$ cat src/rtl/scanner_sequencer_if.sv
// scanner_sequencer_if: control and lamp-drive bundle for the Larson scanner sequencer
// master: drives i_run (step enable), i_sync (restart), i_div (step period - 1)
// slave: drives o_leds (lamp drive), o_pos, o_dir, o_tick (step pulse), o_end (bounce pulse)
interface scanner_sequencer_if #(
   parameter int N_LEDS = 8,
   parameter int DIV_W  = 16
);
   localparam int POS_W = $clog2(N_LEDS);
   logic              i_run;
   logic              i_sync;
   logic [DIV_W-1:0]  i_div;
   logic [N_LEDS-1:0] o_leds;
   logic [POS_W-1:0]  o_pos;
   logic              o_dir;
   logic              o_tick;
   logic              o_end;
   modport master (output i_run, i_sync, i_div, input o_leds, o_pos, o_dir, o_tick, o_end);
   modport slave  (input i_run, i_sync, i_div, output o_leds, o_pos, o_dir, o_tick, o_end);
endinterface

$ cat src/rtl/scanner_sequencer.sv
// scanner_sequencer: prescaled position counter bouncing across N_LEDS lamp outputs
// i_clk: clock; i_rst_n: async active-low reset; bus: scanner_sequencer_if.slave
// Macro SCANNER_TRAIL_EN: when defined, o_leds also lights the previous position
module scanner_sequencer #(
   parameter int N_LEDS = 8,
   parameter int DIV_W  = 16
) (
   input logic               i_clk,
   input logic               i_rst_n,
   scanner_sequencer_if.slave bus
);
   localparam int POS_W = $clog2(N_LEDS);
   localparam logic [N_LEDS-1:0] ONE = {{(N_LEDS-1){1'b0}}, 1'b1};
   logic [DIV_W-1:0] cnt;
   logic [POS_W-1:0] pos;
   logic             dir;
   logic             tick;
   logic             end_p;
   logic             step;
   // >= so a lowered divider below the running count steps on the next edge
   assign step = bus.i_run && (cnt >= bus.i_div);
   always_ff @(posedge i_clk or negedge i_rst_n)
      if (!i_rst_n) begin
         cnt   <= '0;
         pos   <= '0;
         dir   <= 1'b0;
         tick  <= 1'b0;
         end_p <= 1'b0;
      end else if (bus.i_sync) begin
         cnt   <= '0;
         pos   <= '0;
         dir   <= 1'b0;
         tick  <= 1'b0;
         end_p <= 1'b0;
      end else if (!bus.i_run) begin
         tick  <= 1'b0;
         end_p <= 1'b0;
      end else if (step) begin
         cnt   <= '0;
         pos   <= dir ? pos - 1'b1 : pos + 1'b1;
         // turn around when the step lands on either end
         dir   <= dir ? (pos != POS_W'(1)) : (pos == POS_W'(N_LEDS - 2));
         end_p <= dir ? (pos == POS_W'(1)) : (pos == POS_W'(N_LEDS - 2));
         tick  <= 1'b1;
      end else begin
         cnt   <= cnt + 1'b1;
         tick  <= 1'b0;
         end_p <= 1'b0;
      end
`ifdef SCANNER_TRAIL_EN
   logic [POS_W-1:0] prev;
   always_ff @(posedge i_clk or negedge i_rst_n)
      if (!i_rst_n)
         prev <= '0;
      else if (bus.i_sync)
         prev <= '0;
      else if (step)
         prev <= pos;
   assign bus.o_leds = (ONE << pos) | (ONE << prev);
`else
   assign bus.o_leds = ONE << pos;
`endif
   assign bus.o_pos  = pos;
   assign bus.o_dir  = dir;
   assign bus.o_tick = tick;
   assign bus.o_end  = end_p;
endmodule
$ cat src/flat_wrapper.sv
// flat-port wrapper written by rule: the top's interface ports become plain ports
module scanner_sequencer_flat 
#(
   parameter int N_LEDS = 8,
   parameter int DIV_W  = 16
)
  (i_clk, i_rst_n, bus_i_run, bus_i_sync, bus_i_div, bus_o_leds, bus_o_pos, bus_o_dir, bus_o_tick, bus_o_end);
  scanner_sequencer_if #(.N_LEDS(N_LEDS), .DIV_W(DIV_W)) bus_i ();
  input logic i_clk;
  input logic i_rst_n;
  input wire logic [$bits(bus_i.i_run)-1:0] bus_i_run;
  input wire logic [$bits(bus_i.i_sync)-1:0] bus_i_sync;
  input wire logic [$bits(bus_i.i_div)-1:0] bus_i_div;
  output wire logic [$bits(bus_i.o_leds)-1:0] bus_o_leds;
  output wire logic [$bits(bus_i.o_pos)-1:0] bus_o_pos;
  output wire logic [$bits(bus_i.o_dir)-1:0] bus_o_dir;
  output wire logic [$bits(bus_i.o_tick)-1:0] bus_o_tick;
  output wire logic [$bits(bus_i.o_end)-1:0] bus_o_end;
  assign bus_i.i_run = bus_i_run;
  assign bus_i.i_sync = bus_i_sync;
  assign bus_i.i_div = bus_i_div;
  assign bus_o_leds = bus_i.o_leds;
  assign bus_o_pos = bus_i.o_pos;
  assign bus_o_dir = bus_i.o_dir;
  assign bus_o_tick = bus_i.o_tick;
  assign bus_o_end = bus_i.o_end;
  scanner_sequencer #(.N_LEDS(N_LEDS), .DIV_W(DIV_W)) u_core (.i_clk(i_clk), .i_rst_n(i_rst_n), .bus(bus_i));
endmodule
$ cat config.mk
export PLATFORM = sky130hd
export DESIGN_NAME = scanner_sequencer_flat
export DESIGN_NICKNAME = d
export VERILOG_FILES = /design/src/rtl/scanner_sequencer_if.sv /design/src/rtl/scanner_sequencer.sv /design/src/flat_wrapper.sv
export SDC_FILE = /design/constraint.sdc
export NUM_CORES = 1
export LEC_CHECK = 0
export CORE_MARGIN = 2
export CORE_UTILIZATION = 50
export DETAILED_ROUTE_END_ITERATION = 8
export PLACE_DENSITY_LB_ADDON = 0.25
export SETUP_SLACK_MARGIN = 0.3
export SYNTH_ARGS = -nofsm -noshare
export SYNTH_HDL_FRONTEND = slang
export SYNTH_SLANG_ARGS = --single-unit
$ cat constraint.sdc
create_clock -name i_clk -period 5.2 [get_ports i_clk]
set_input_delay 0.78 -clock i_clk [delete_from_list [all_inputs] [get_ports i_clk]]
set_output_delay 0.78 -clock i_clk [all_outputs]
set_load 0.02 [all_outputs]
==> impl_metrics.py <==
metrics = {
    "critical_path": {
        "r2r_end": "u_core.bus.o_pos[1]$_DFFE_PN0P_",
        "crit_type": "input port to flop",
        "r2r-start": "u_core.cnt[0]$_DFFE_PN0P_",
        "path_cells": "clkdlybuf4s50_1 -> inv_1 -> ha_1 -> and4_4 -> nand4_1 -> o22ai_1 -> o31ai_4 -> nor2_1 -> a211oi_1",
        "critPathLaunchType": "input port",
        "worstPathRequired_ps": 5390,
        "slowest_delay_ps": 530,
        "end_kind": "flop",
        "crit_slowest_cell": "o31ai_4",
        "critPathArrivalTime_ps": 3020,
        "reg2reg_slack_ps": 2880,
        "cp-startpoint": "bus_i_div[13]",
        "reg2reg_depth": 8,
        "cp_max_fo": 10,
    },
    "cells_and_area": {
        "drive_above_1_share_pct": 6.70,
        "nFillCells": 274,
        "num_antenna_cells": 0,
        "nets": 255,
        "areaGrowthSynthToFinish_pct": 23.6,
        "stdcell_area_um2": 2030,
    },
    "cts": {
        "clockBufferDepth": 2,
        "cts_tree": "done",
        "cts_root_buf": "clkbuf_4",
        "cts.sinks": 22,
        "htree_levels": 1,
        "post-cts-setup-buffer-count": 0,
        "hold_buffers": 0,
        "cts_made_buffers": 3,
        "path_clk_slew_ps": 120,
        "cts-resized-gates": 0,
        "clock_latency_ps": 310,
    },
    "job": {
        "drv_cap": 0,
    },
    "synthesis": {
        "yosysTopAreaCell": "dfrtp_1",
        "syn-cell-area_um2": 1640,
        "postSynthCellCount": 176,
        "synthTopCellsByArea": "dfrtp_1 (34%), ha_1 (18%), inv_1 (5.0%), xor2_1 (4.8%), nor2_1 (4.6%)",
        "yosys_register_bits": 22,
        "yosys_warnings": 0,
        "synth_top_area_share_pct": 33.6,
        "avgSynthCellArea_um2": 9.32,
        "yosysSeqAreaShare_pct": 33.6,
        "ys_types": 37,
        "synth_nets": 220,
    },
    "place": {
        "place_area_um2": 2010,
        "pre_cts_ws_ps": 2030,
        "numPortBuffers": 33,
        "dp_hpwl_um": 2640,
        "gp_congestion": 0.836,
    },
    "worst_hold_path": {
        "hold_path_startpoint": "u_core.cnt[15]$_DFFE_PN0P_",
        "hold_end": "u_core.cnt[15]$_DFFE_PN0P_",
        "hp-class": "flop to flop",
        "whs_path_depth": 2,
    },
    "routing": {
        "routed_wirelength_um": 3290,
        "num_vias": 1278,
        "drc": 0,
        "post_drt_wl_per_cell_um": 13.0,
        "antenna_left": 0,
        "via_per_inst": 5.05,
        "drt_iter0_drc": 22,
        "firstDrtPassIters": 4,
    },
    "timing": {
        "fmax_mhz": 354,
        "hold_ws_ps": 569,
        "min_period_ps": 2830,
        "tns_ps": 0,
        "slew_viol_final": 0,
        "finClkSkew_ps": 12.1,
        "relSlewSlack_pct": 35.5,
        "setup_slack_ps": 2370,
        "worstMarginPinSlew_ps": 965,
        "setup_viol": 0,
        "rsz0062_at_grt": "false",
        "finalCritPeriodShare_pct": 54.4,
        "hold_viol": 0,
    },
    "grt": {
        "gr-total-overflow": 0,
        "antenna_found_initial": 0,
        "grt_usage_pct": 19.9,
        "grt_max_degree": 23,
        "first_global_vias": 1243,
        "grt_pass1_wl_um": 5550,
    },
    "pwr": {
        "p_leak_nw": 0.989,
        "p_per_area_nw_per_um2": 147,
        "ir_drop_uv": 196,
    },
    "outcome": {
        "status": "completed",
    },
    "die": {
        "io_pins": 34,
        "die_w_um": 61.3,
        "dieArea_um2": 3750,
        "row_count": 20,
        "core-area_um2": 3080,
        "initial_utilization_pct": 53.3,
        "die_h_um": 61.3,
    },
}
==> metrics by stage <==
stage	total power [mW]	cells	util, %
2_1_floorplan	0.204	176	-
3_3_place_gp	0.223	250	65.2
3_5_place_dp	0.225	250	65.2
4_1_cts	0.301	253	65.9
5_1_grt	0.312	253	65.9
6_report	0.298	253	65.9
==> worst max-delay path, delay by kind of cell <==
kind                     cells  cell delay (ps)
adder cells (fa/ha/maj)      1              300
buffers and inverters        2              490
AO/OA/AOI/OAI                3              990
AND/OR/NAND/NOR              3              470
==> how the worst max path moves through the flow <==
| stage | to | slack, ps |
|---|---|---|
| after floorplan | u_core.cnt[10]$_DFFE_PN0P_ | 2800 |
| after global placement | u_core.bus.o_pos[1]$_DFFE_PN0P_ | 2110 |
| after detailed placement | u_core.bus.o_pos[1]$_DFFE_PN0P_ | 2030 |
| after CTS | u_core.bus.o_pos[1]$_DFFE_PN0P_ | 2340 |
| after global routing | u_core.bus.o_pos[1]$_DFFE_PN0P_ | 2190 |
| final | u_core.bus.o_pos[1]$_DFFE_PN0P_ | 2370 |
==> report_power, final <==
group          internal, mW  switching, mW
logic                0.0259         0.0201
clock network        0.0270         0.0496
registers             0.173        0.00225
total                 0.226         0.0720
==> layer usage <==
layer | global-route usage [%] | share of wire, % | wire length, µm
met1 | 26.8 | 47 | 1540
met3 | 3.78 | 2.8 | 91
met2 | 34.3 | 50 | 1640
met5 | 0 | 0 | 0
met4 | 2.80 | 0.49 | 16
==> flip-flops by register name, summed over array words and instances (netlist names) <==
name,cells
u_core.bus.o_pos,3
u_core.bus.o_dir,1
u_core.bus.o_end,1
u_core.bus.o_tick,1
u_core.cnt,16
==> cell usage in the layout (no fill, tap or decap), drive strengths merged, types with 5 or more instances in the layout <==
cell	n
inv	22
xnor2	7
clkdlybuf4s50	33
nand3	5
xor2	9
a21oi	7
ha	24
dfrtp	22
nor2	23
nand2	9
nor3	5
nor2b	5
==> logic make-up after synthesis <==
kind of cell,synth area share [%]
buffers and inverters,6.25
multiplexers,0.610
adder cells (fa/ha/maj),18.3
AND/OR/NAND/NOR,20.8
flip-flops,33.6
AO/OA/AOI/OAI,11.9
XOR/XNOR,8.54
==> cell type report <==
type / instances / area (µm²) / share of cell area [%]
clock buffers: 3 / 22.5 / 1.11
inverters: 22 / 82.6 / 4.07
multi-input cells: 129 / 987 / 48.7
flip-flops and latches: 22 / 551 / 27.1
well taps: 44 / 55.1 / 2.71
repair buffers: 33 / 330 / 16.3
==> synthesized netlist by cell type, drive strengths merged <==
cell type,count
inv,22
o211a,1
xnor2,7
nor2,23
xor2,9
o31ai,1
o211ai,1
dfrtp,22
a21oi,7
clkbuf,1
nor3b,1
a2111oi,1
nor2b,5
buf,2
o2111ai,2
ha,24
a211oi,2
and3,4
nand3,5
a21o,3
and2,2
o21a,1
o22ai,1
o21ai,3
nand4,4
and4,1
o21ba,1
nand2,9
or2,1
nand2b,4
nor3,5
mux2i,1
Note: power is estimated with default switching activity, not from simulation.
